## src/rtl/hlsm_launcher.sv

```systemverilog
// Start/Done initiator for one HLSM kernel: takes operand sets over
// valid/ready, holds Start for the whole schedule, returns z/x/latency.
// Ports:
//   Clk, Rst (sync, active-low)
//   in_valid/in_ready, in_a/in_b/in_c/in_one : operand input handshake
//   k_Rst, k_Start, k_a..k_one               : kernel drive
//   k_Done, k_z, k_x                         : kernel response
//   out_valid/out_ready, out_z, out_x,
//   out_cycles, out_timeout                  : result output handshake
module hlsm_launcher #(
    parameter int DATA_W  = 32,
    parameter int CNT_W   = 16,
    parameter int TIMEOUT = 64
) (
    input  logic              Clk,
    input  logic              Rst,
    input  logic              in_valid,
    output logic              in_ready,
    input  logic [DATA_W-1:0] in_a,
    input  logic [DATA_W-1:0] in_b,
    input  logic [DATA_W-1:0] in_c,
    input  logic [DATA_W-1:0] in_one,
    output logic              k_Rst,
    output logic              k_Start,
    output logic [DATA_W-1:0] k_a,
    output logic [DATA_W-1:0] k_b,
    output logic [DATA_W-1:0] k_c,
    output logic [DATA_W-1:0] k_one,
    input  logic              k_Done,
    input  logic [DATA_W-1:0] k_z,
    input  logic [DATA_W-1:0] k_x,
    output logic              out_valid,
    input  logic              out_ready,
    output logic [DATA_W-1:0] out_z,
    output logic [DATA_W-1:0] out_x,
    output logic [CNT_W-1:0]  out_cycles,
    output logic              out_timeout
);

    typedef enum logic [2:0] {
        IDLE,
        ARM,
        RUN,
        RECOVER,
        HOLD
    } state_t;

    localparam logic [CNT_W-1:0] TO_C    = CNT_W'(TIMEOUT);
    localparam logic [CNT_W-1:0] CNT_MAX = {CNT_W{1'b1}};

    state_t state_q, state_d;

    logic [CNT_W-1:0]  cnt_q, cnt_d, cnt_inc;
    logic [DATA_W-1:0] a_q, a_d, b_q, b_d;
    logic [DATA_W-1:0] c_q, c_d, one_q, one_d;
    logic [DATA_W-1:0] z_q, z_d, x_q, x_d;
    logic [CNT_W-1:0]  cyc_q, cyc_d;
    logic              to_q, to_d;
    logic              start_c;

    assign cnt_inc = (cnt_q == CNT_MAX) ? cnt_q : cnt_q + 1'b1;

    always_comb begin
        state_d = state_q;
        cnt_d   = cnt_q;
        a_d     = a_q;
        b_d     = b_q;
        c_d     = c_q;
        one_d   = one_q;
        z_d     = z_q;
        x_d     = x_q;
        cyc_d   = cyc_q;
        to_d    = to_q;
        start_c = 1'b0;
        unique case (state_q)
            IDLE: begin
                if (in_valid) begin
                    a_d     = in_a;
                    b_d     = in_b;
                    c_d     = in_c;
                    one_d   = in_one;
                    cnt_d   = '0;
                    state_d = ARM;
                end
            end
            ARM: begin
                // Done may be stale from the previous run; ignore it here.
                start_c = 1'b1;
                cnt_d   = cnt_inc;
                state_d = RUN;
            end
            RUN: begin
                // cnt_q counts Start-high cycles so far; once it reaches
                // TIMEOUT this is the decision cycle, so Start drops.
                start_c = ~k_Done & (cnt_q != TO_C);
                if (k_Done) begin
                    z_d     = k_z;
                    x_d     = k_x;
                    cyc_d   = cnt_q;
                    to_d    = 1'b0;
                    state_d = HOLD;
                end else if (cnt_q == TO_C) begin
                    state_d = RECOVER;
                end else begin
                    cnt_d = cnt_inc;
                end
            end
            RECOVER: begin
                z_d     = '0;
                x_d     = '0;
                cyc_d   = TO_C;
                to_d    = 1'b1;
                state_d = HOLD;
            end
            HOLD: begin
                if (out_ready) state_d = IDLE;
            end
            default: state_d = IDLE;
        endcase
    end

    always_ff @(posedge Clk) begin
        if (!Rst) begin
            state_q <= IDLE;
            cnt_q   <= '0;
            a_q     <= '0;
            b_q     <= '0;
            c_q     <= '0;
            one_q   <= '0;
            z_q     <= '0;
            x_q     <= '0;
            cyc_q   <= '0;
            to_q    <= 1'b0;
        end else begin
            state_q <= state_d;
            cnt_q   <= cnt_d;
            a_q     <= a_d;
            b_q     <= b_d;
            c_q     <= c_d;
            one_q   <= one_d;
            z_q     <= z_d;
            x_q     <= x_d;
            cyc_q   <= cyc_d;
            to_q    <= to_d;
        end
    end

    // Kernel is reset in the same cycle as the launcher, and never
    // started while the launcher itself is held in reset.
    assign k_Rst       = ~Rst | (state_q == RECOVER);
    assign k_Start     = start_c & Rst;
    assign k_a         = a_q;
    assign k_b         = b_q;
    assign k_c         = c_q;
    assign k_one       = one_q;
    assign in_ready    = (state_q == IDLE);
    assign out_valid   = (state_q == HOLD);
    assign out_z       = z_q;
    assign out_x       = x_q;
    assign out_cycles  = cyc_q;
    assign out_timeout = to_q;

endmodule

```

## config.mk

```make
export PLATFORM = sky130hd
export DESIGN_NAME = hlsm_launcher
export DESIGN_NICKNAME = d
export VERILOG_FILES = /design/src/rtl/hlsm_launcher.sv
export SDC_FILE = /design/constraint.sdc
export NUM_CORES = 1
export LEC_CHECK = 0
export CAP_MARGIN = 5
export CORE_AREA = 2 2 160 162
export DETAILED_ROUTE_END_ITERATION = 8
export DIE_AREA = 0 0 162 164
export PLACE_DENSITY_LB_ADDON = 0.12
export SETUP_SLACK_MARGIN = 0.02
export SLEW_MARGIN = 20
export SYNTH_ARGS = -nofsm -noshare
export SYNTH_HDL_FRONTEND = slang
export SYNTH_SLANG_ARGS = --single-unit
export TNS_END_PERCENT = 5
```

## constraint.sdc

```tcl
create_clock -name Clk -period 3.8 [get_ports Clk]
set_clock_uncertainty 0.15 [all_clocks]
set_input_delay 0.76 -clock Clk [delete_from_list [all_inputs] [get_ports Clk]]
set_output_delay 0.76 -clock Clk [all_outputs]
set_load 0.03 [all_outputs]
```

==> out/metrics.cfg, run 1 <==
[run_status]
status=finished, final reports clean

[timing]
finalSetupViolations=0
fin_setup_tns_ns=0
worst_pin_slew_ns=0.786
final_max_slew_viol_count=0
slew_headroom=0.476
layout_worst_path_cycle_share=0.867
period_minus_slack_ns=3.29
holdWs_ns=0.301
rsz0062_at_grt=no
clock.fmax_ghz=0.304
final_hold_viol_count=0

[synth]
synth.distinct_cells=58
netlist_instances=968
synthesis.area_sq_mm=0.00853
ys_ff_latch=228
synthFlopType=dfxtp_1
async_flop_share=0
synth_edf_count=0
synth_top_area_share=0.535
yosysSeqAreaShare=0.535
synth_most_common_cell=nand2_1
synth_top_area_cell=dfxtp_1
syn_nets=1167
yosys-top-cells-area=dfxtp_1 (54%), nand2_1 (15%), a21boi_0 (8.2%)
yosys_warnings=0
syn_area_per_cell_sq_um=8.81
synth_commonest_cells=nand2_1 (343), dfxtp_1 (228), a21boi_0 (93)

[critical_path]
crit_top_cell=nand2_1
path_cells=nor2b_1, nand2_1, nand2_1, clkdlybuf4s50_1
critPathTopFamily=buffers and inverters
crit_buf_inv=1
required_ns=2.89
critPathArrivalTime_ns=2.38
cp-end-kind=output pin
crit_path_start_kind=register
cpMaxStageDelayCell=clkdlybuf4s50_1
path_class=register to output pin
critPathMaxFanout=14
max_stage_delay_ns=0.69

[clocking]
cts_inserted_buffers=26
clkSinkCount=228
htreeDepth=1
cts.path.max_buffers=3
cts_tree=done
post_cts_buffers=0
clk_pin_slew_ns=0.06
worstSkewPairLatency_ns=0.52
root_buffer=clkbuf_16
cts_hold_buf=0
ctsResizeCount=0

[routing]
first_iter_violations=405
drtPass1Iterations=6
post-route-drc-count=0
via_count=8066
vias_per_cell=4.76
avgRoutedWirePerCell_microns=16.2
ant_nets=0
wl_microns=27400

[grt]
grt_pass1_vias=7646
grt_usage=0.195
grt_max_degree=87
grt-ovfl-total=0
grt_pass1_wl_microns=41700
grt_antenna_before_repair=1

[placement]
io_buffers=409
dp_hpwl_microns=18800
gp_congestion=0.809

[cells_and_area]
area_growth_pct=61.2
layout.nets=1543
fillers=2322
post-route-util=0.554
drive_gt1_frac=0.0513

[job]
cap_violations=0

[power_and_ir_drop]
ir_worst_vdd_uv=292
p_leak_nw=5.04
cellPowerDensity_mw_per_mm2=446

[die]
num_rows=58
die_w_microns=162
start_util=0.344
ios=410
core_sq_mm=0.0248
die-area_sq_mm=0.0266
die_h_microns=164

[hold_path]
hold_class=register to register

## metrics by stage
stage                     cell area, sq um  std cells  total power [mW]  worst slack [ns]
after detailed placement             12900       1646              3.64             0.529
final                                13800       1695              6.14             0.506
after global routing                 13800       1695              6.40             0.316
after global placement               12900       1646              3.63             0.509
after CTS                            13800       1694              6.23             0.437
after floorplan                       8530        968              3.11              1.08
## where the power goes
group	total, mW	internal [mW]	switching, mW
registers	2.56	2.50	0.0605
clock network	2.56	1.57	0.989
logic	1.02	0.470	0.546
## sequential cells by signal (all words and copies together) (netlist names), 3 cells and up
register,flops
k_one,32
out_x,32
out_z,32
k_a,32
k_b,32
out_cycles,16
cnt_q,16
k_c,32
state_q,3
## per-layer routing
| layer | track usage | part of all wire | vias up |
|---|---|---|---|
| met1 | 0.232 | 0.40 | 3701 |
| met5 | 0 | 0 | - |
| met3 | 0.0773 | 0.10 | 53 |
| met4 | 0.0619 | 0.029 | 0 |
| li1 | - | - | 4023 |
| met2 | 0.322 | 0.47 | 289 |
## cells by family after synthesis
| kind of cell | Yosys count | share of synthesized area |
|---|---|---|
| AO/OA/AOI/OAI | 251 | 0.221 |
| buffers and inverters | 78 | 0.0390 |
| XOR/XNOR | 2 | 0.00205 |
| AND/OR/NAND/NOR | 406 | 0.199 |
| adder cells (fa/ha/maj) | 2 | 0.00293 |
| flip-flops | 228 | 0.535 |
| multiplexers | 1 | 0.00117 |
## worst min-delay path: cells and delay by family (launching register included)
family	cells	cell delay [ns]
flip-flops	1	0.30
AND/OR/NAND/NOR	1	0.05
AO/OA/AOI/OAI	1	0.05
## layout make-up
type | instances | area (sq um) | share of cell area
repair buffers | 422 | 4220 | 0.307
multi-input cells | 662 | 3650 | 0.265
clock inverters | 8 | 92.6 | 0.00673
clock buffers | 40 | 795 | 0.0578
diodes | 1 | 2.50 | 0.000182
well taps | 330 | 413 | 0.0300
flip-flops and latches | 228 | 4560 | 0.332
inverters | 4 | 15.0 | 0.00109
## placed cells by master, fill, tap and decap left out, types with 6 or more instances in the layout
cell type	Yosys	routed
a21boi_0	93	93
a21boi_1	37	37
a21oi_1	39	39
a22o_1	43	43
buf_4	1	12
clkbuf_1	53	6
clkbuf_16	0	27
clkbuf_8	0	7
clkdlybuf4s50_1	0	407
dfxtp_1	228	228
nand2_1	343	342
nand3_1	10	10
nor2_1	14	13
o311ai_1	6	6
## path summary, 6_finish.rpt
path	start	end	slack [ns]	cells after the start
worst max register to register	state_q[1]$_SDFFE_PN0P_	out_z[14]$_SDFFE_PN0P_	1.37	7
worst max-delay path	state_q[1]$_SDFFE_PN0P_	k_Rst	0.51	4
worst min-delay path	k_a[2]$_SDFFE_PN0P_	k_a[2]$_SDFFE_PN0P_	0.30	2
worst min register to register	k_a[2]$_SDFFE_PN0P_	k_a[2]$_SDFFE_PN0P_	0.30	2
(Power assumes the default switching activity.)
==> run 2: changes to the inputs <==
- CORE_AREA: 2 2 160 162 -> 2 2 158 160
- DIE_AREA: 0 0 162 164 -> 0 0 160 162
- SETUP_SLACK_MARGIN: 0.02 -> not set
==> out/metrics.cfg, run 2 (synthesized netlist as in run 1, its figures left out) <==
[hold_path]
hold_class=register to register  ; unchanged

[timing]
final_max_slew_viol_count=0  ; unchanged
slew_headroom=0.413  ; was 0.476
fin_setup_tns_ns=0  ; unchanged
holdWs_ns=0.299  ; was 0.301 ns
rsz0062_at_grt=no  ; unchanged
clock.fmax_ghz=0.301  ; was 0.304 GHz
period_minus_slack_ns=3.32  ; was 3.29 ns
finalSetupViolations=0  ; unchanged
setup_ws_ns=0.476  ; was 0.506 ns
worst_pin_slew_ns=0.880  ; was 0.786 ns
final_hold_viol_count=0  ; unchanged
layout_worst_path_cycle_share=0.875  ; was 0.867

[critical_path]
crit_path_start_kind=register  ; unchanged
path_cells=nor2b_1, nand2_1, nand2_1, clkdlybuf4s50_1  ; unchanged
critPathArrivalTime_ns=2.41  ; was 2.38 ns
path_class=register to output pin  ; unchanged
critPathMaxFanout=14  ; unchanged
cp-end-kind=output pin  ; unchanged
crit_top_cell=nand2_1  ; unchanged
max_stage_delay_ns=0.70  ; was 0.69 ns
required_ns=2.89  ; about the same
cpMaxStageDelayCell=clkdlybuf4s50_1  ; unchanged

[clocking]
worstSkewPairLatency_ns=0.52  ; about the same
ctsResizeCount=0  ; unchanged
cts_hold_buf=0  ; unchanged
clk_pin_slew_ns=0.05  ; was 0.06 ns
clkSinkCount=228  ; unchanged
post_cts_buffers=0  ; unchanged
htreeDepth=1  ; unchanged
cts_tree=done  ; unchanged
cts_inserted_buffers=26  ; unchanged
cts.path.max_buffers=3  ; unchanged
root_buffer=clkbuf_16  ; unchanged

[routing]
wl_microns=27900  ; was 27400 microns
first_iter_violations=435  ; was 405
ant_nets=0  ; unchanged
via_count=8083  ; was 8066
drtPass1Iterations=4  ; was 6
post-route-drc-count=0  ; unchanged
vias_per_cell=4.79  ; was 4.76
avgRoutedWirePerCell_microns=16.5  ; was 16.2 microns

[die]
num_rows=57  ; was 58
ios=410  ; unchanged
die_w_microns=160  ; was 162 microns
die-area_sq_mm=0.0259  ; was 0.0266 sq mm
core_sq_mm=0.0241  ; was 0.0248 sq mm
die_h_microns=162  ; was 164 microns
start_util=0.354  ; was 0.344

[grt]
grt_antenna_before_repair=0  ; was 1
grt_usage=0.204  ; was 0.195
grt_pass1_wl_microns=43000  ; was 41700 microns
grt_max_degree=99  ; was 87
grt-ovfl-total=0  ; unchanged
grt_pass1_vias=7814  ; was 7646

[cells_and_area]
layout.nets=1544  ; was 1543
fin_cells=1689  ; was 1695
area_growth_pct=61.2  ; about the same
fillers=2245  ; was 2322
final_common_cell=clkdlybuf4s50_1  ; unchanged
final_cell_mix=clkdlybuf4s50_1 (407), nand2_1 (342), dfxtp_1 (228), a21boi_0 (93), a22o_1 (43)  ; unchanged
n_antenna_cell=0  ; was 1
drive_gt1_frac=0.0520  ; was 0.0513

[run_status]
status=finished, final reports clean  ; unchanged

[placement]
pre_cts_ws_ns=0.620  ; was 0.529 ns
io_buffers=409  ; unchanged
place_inst=1641  ; was 1646
dp_hpwl_microns=19400  ; was 18800 microns
gp_congestion=0.805  ; was 0.809

[power_and_ir_drop]
total_power_mw=6.09  ; was 6.14 mW
p_leak_nw=5.04  ; about the same
cellPowerDensity_mw_per_mm2=443  ; was 446 mW/mm^2
ir_worst_vdd_uv=374  ; was 292 uV

[job]
cap_violations=0  ; unchanged

[run 2: cell types whose count changed in the layout (fill, tap and decap cells not counted)]
cell | previous run | this run
clkbuf_8 | 7 | 8
diode_2 | 1 | 0
clkinv_2 | 5 | 4
bufinv_16 | 2 | 1
buf_12 | 3 | 4
clkinvlp_4 | 1 | 2
[run 2: final cells by class]
| class | instances | area [sq um] | share of cell area |
|---|---|---|---|
| clock buffers | 41 | 808 | 0.0588 |
| clock inverters | 7 | 65.1 | 0.00473 |
| inverters | 4 | 15.0 | 0.00109 |
| multi-input cells | 662 | 3650 | 0.265 |
| flip-flops and latches | 228 | 4560 | 0.332 |
| well taps | 324 | 405 | 0.0295 |
| repair buffers | 423 | 4240 | 0.309 |
[run 2: per-layer routing]
| metal | vias up | global-route usage | part of all wire |
|---|---|---|---|
| met3 | 62 | 0.0761 | 0.091 |
| met2 | 289 | 0.347 | 0.47 |
| met5 | - | 0 | 0 |
| met1 | 3694 | 0.237 | 0.40 |
| li1 | 4038 | - | - |
| met4 | 0 | 0.0725 | 0.034 |
[run 2: where the power goes]
group,switching (mW),internal [mW]
combinational,0.545,0.472
sequential,0.0604,2.50
clock,0.989,1.52
total,1.59,4.50
[run 2: worst paths after layout]
check,cells after the start,startpoint,slack [ns],to
max,4,state_q[1]$_SDFFE_PN0P_,0.48,k_Rst
min,2,k_b[1]$_SDFFE_PN0P_,0.30,k_b[1]$_SDFFE_PN0P_
max reg2reg,7,state_q[1]$_SDFFE_PN0P_,1.37,out_x[12]$_SDFFE_PN0P_
min reg2reg,2,k_b[1]$_SDFFE_PN0P_,0.30,k_b[1]$_SDFFE_PN0P_
[run 2: per-stage QoR]
stage	area (sq um)	utilization
final	13700	0.570
after global routing	13700	0.570
after CTS	13700	0.570
after detailed placement	12900	0.534
after global placement	12900	0.534
after floorplan	8530	-
[run 2: worst max-delay path: cells and delay by family (launching register included)]
family | cells | cell delay [ns]
buf+inv | 1 | 0.70
flops | 1 | 0.62
simple gates | 3 | 0.57
==> run 3: changes to the inputs <==
- clock period: 3.8 -> 4.15 ns (I/O delays scaled with it)
==> out/metrics.cfg, run 3 (synthesized netlist as in run 1, its figures left out) <==
[critical_path]
required_ns=3.17  ; was 2.89 ns
rr_startpoint=cnt_q[0]$_SDFFE_PN0P_  ; was state_q[1]$_SDFFE_PN0P_
path_class=primary input to output pin  ; was register to output pin
critPathArrivalTime_ns=2.82  ; was 2.41 ns
crit_path_start_kind=primary input  ; was register
reg2reg_depth=7  ; unchanged
critPathLaunch=k_Done  ; was state_q[1]$_SDFFE_PN0P_
critPathMaxFanout=7  ; was 14
cp-end-kind=output pin  ; unchanged

[die]
die_h_microns=162  ; unchanged
start_util=0.354  ; unchanged
core_sq_mm=0.0241  ; unchanged
die_w_microns=160  ; unchanged
num_rows=57  ; unchanged
die-area_sq_mm=0.0259  ; unchanged
ios=410  ; unchanged

[power_and_ir_drop]
p_int_mw=4.10  ; was 4.50 mW
seqPwrFrac=0.422  ; was 0.421
power.switching_mw=1.46  ; was 1.59 mW
ir_worst_vdd_uv=322  ; was 374 uV
combPwrFrac=0.166  ; was 0.167
netSwitchingFraction=0.262  ; about the same
power_frac_clock=0.412  ; about the same
p_leak_nw=5.03  ; was 5.04 nW
total_power_mw=5.56  ; was 6.09 mW
cellPowerDensity_mw_per_mm2=406  ; was 443 mW/mm^2

[cells_and_area]
drive_gt1_frac=0.0471  ; was 0.0520
final_common_cell=clkdlybuf4s50_1  ; unchanged
seq_area_sq_mm=0.00456  ; unchanged
layout.nets=1540  ; was 1544
multiInputGateArea_sq_mm=0.00366  ; was 0.00365 sq mm
area_growth_pct=60.5  ; was 61.2%
final_cell_mix=clkdlybuf4s50_1 (408), nand2_1 (342), dfxtp_1 (228), a21boi_0 (93), a22o_1 (43)  ; was clkdlybuf4s50_1 (407), nand2_1 (342), dfxtp_1 (228), a21boi_0 (93), a22o_1 (43)
fillers=2226  ; was 2245

[routing]
post-route-drc-count=0  ; unchanged
drtPass1Iterations=4  ; unchanged
first_iter_violations=430  ; was 435
avgRoutedWirePerCell_microns=16.5  ; about the same
wl_microns=27700  ; was 27900 microns
vias_per_cell=4.77  ; was 4.79
via_count=8031  ; was 8083
ant_nets=0  ; unchanged

[clocking]
worstSkewPairLatency_ns=0.52  ; about the same
cts_hold_buf=0  ; unchanged
cts.path.max_buffers=3  ; unchanged
cts_tree=done  ; unchanged
cts_inserted_buffers=26  ; unchanged
htreeDepth=1  ; unchanged
post_cts_buffers=0  ; unchanged
clk_pin_slew_ns=0.05  ; about the same
ctsResizeCount=0  ; unchanged
root_buffer=clkbuf_16  ; unchanged
clkSinkCount=228  ; unchanged

[grt]
grt_antenna_before_repair=1  ; was 0
grt-ovfl-total=0  ; unchanged
grt_pass1_wl_microns=43100  ; was 43000 microns
met1_usage=0.233  ; was 0.237
met2_usage=0.351  ; was 0.347
grt_busiest_layer=met2  ; unchanged
grt_max_degree=129  ; was 99
grt_usage=0.205  ; was 0.204
grt_pass1_vias=7935  ; was 7814
gr-usage-met3=0.0850  ; was 0.0761

[timing]
slew_headroom=0.414  ; was 0.413
rsz0062_at_grt=no  ; unchanged
layout_worst_path_cycle_share=0.914
finalSetupViolations=0  ; unchanged
final_hold_viol_count=0  ; unchanged
clock.fmax_ghz=0.264
fin_setup_tns_ns=0  ; unchanged
final_max_slew_viol_count=0  ; unchanged
worst_pin_slew_ns=0.879  ; was 0.880 ns
period_minus_slack_ns=3.80

[hold_path]
hold_start=k_a[7]$_SDFFE_PN0P_  ; was k_b[1]$_SDFFE_PN0P_
hold_class=register to register  ; unchanged
worstHoldPathCells=2  ; unchanged

[placement]
gp_congestion=0.841  ; was 0.805
io_buffers=409  ; unchanged
dp_hpwl_microns=19200  ; was 19400 microns

[job]
cap_violations=0  ; unchanged

[run_status]
status=finished, final reports clean  ; unchanged

-- run 3: changes by cell type in the layout (fill, tap and decap cells not counted) --
| cell | before | now |
|---|---|---|
| nor4_4 | 0 | 1 |
| clkinv_2 | 4 | 6 |
| buf_4 | 12 | 9 |
| bufinv_16 | 1 | 2 |
| clkinv_4 | 0 | 1 |
| clkdlybuf4s50_1 | 407 | 408 |
| buf_12 | 4 | 2 |
| clkbuf_8 | 8 | 4 |
| diode_2 | 0 | 1 |
| nor4_2 | 1 | 0 |
| clkinvlp_4 | 2 | 0 |
| clkbuf_1 | 6 | 7 |
-- run 3: path summary, 6_finish.rpt --
| kind | to | slack (ns) |
|---|---|---|
| max | k_Start | 0.35 |
| min | k_a[7]$_SDFFE_PN0P_ | 0.30 |
| max reg2reg | cnt_q[15]$_SDFFE_PN0P_ | 1.70 |
| min reg2reg | k_a[7]$_SDFFE_PN0P_ | 0.30 |
-- run 3: routing by layer --
layer | vias to the layer above | part of all wire
li1 | 4019 | -
met1 | 3662 | 0.39
met2 | 297 | 0.48
met3 | 53 | 0.099
met4 | 0 | 0.032
met5 | - | 0
-- run 3: through the flow --
stage | hold slack (ns) | worst slack, ns | area (sq um) | util | std cells
after floorplan | 0.323 | 1.29 | 8530 | - | 968
after global placement | 0.290 | 0.369 | 12800 | 0.532 | 1637
after detailed placement | 0.295 | 0.336 | 12800 | 0.532 | 1637
after CTS | 0.302 | 0.328 | 13700 | 0.568 | 1684
after global routing | 0.319 | 0.281 | 13700 | 0.568 | 1685
final | 0.299 | 0.355 | 13700 | 0.568 | 1685
-- run 3: layout make-up --
cell class,count,share of cell area
inverter,4,0.00110
timing repair buffer,419,0.306
multi-input combinational,662,0.267
antenna,1,0.000183
clock inverter,9,0.00722
tap,324,0.0296
sequential,228,0.333
clock buffer,38,0.0553
-- run 3: worst max-delay path, cell delays in order --
cell	delay [ns]
clkdlybuf4s50_1	0.51
or3b_4	0.44
nand2b_1	0.16
a21oi_1	0.15
clkdlybuf4s50_1	0.72
-- run 3: power groups by stage --
stage               logic, mW  clock network, mW  registers, mW
floorplan               0.263                  0           2.58
global placement        0.931                  0           2.39
detailed placement      0.933                  0           2.39
CTS                     0.938               2.35           2.35
global route            0.994               2.44           2.36
finish                  0.925               2.29           2.35
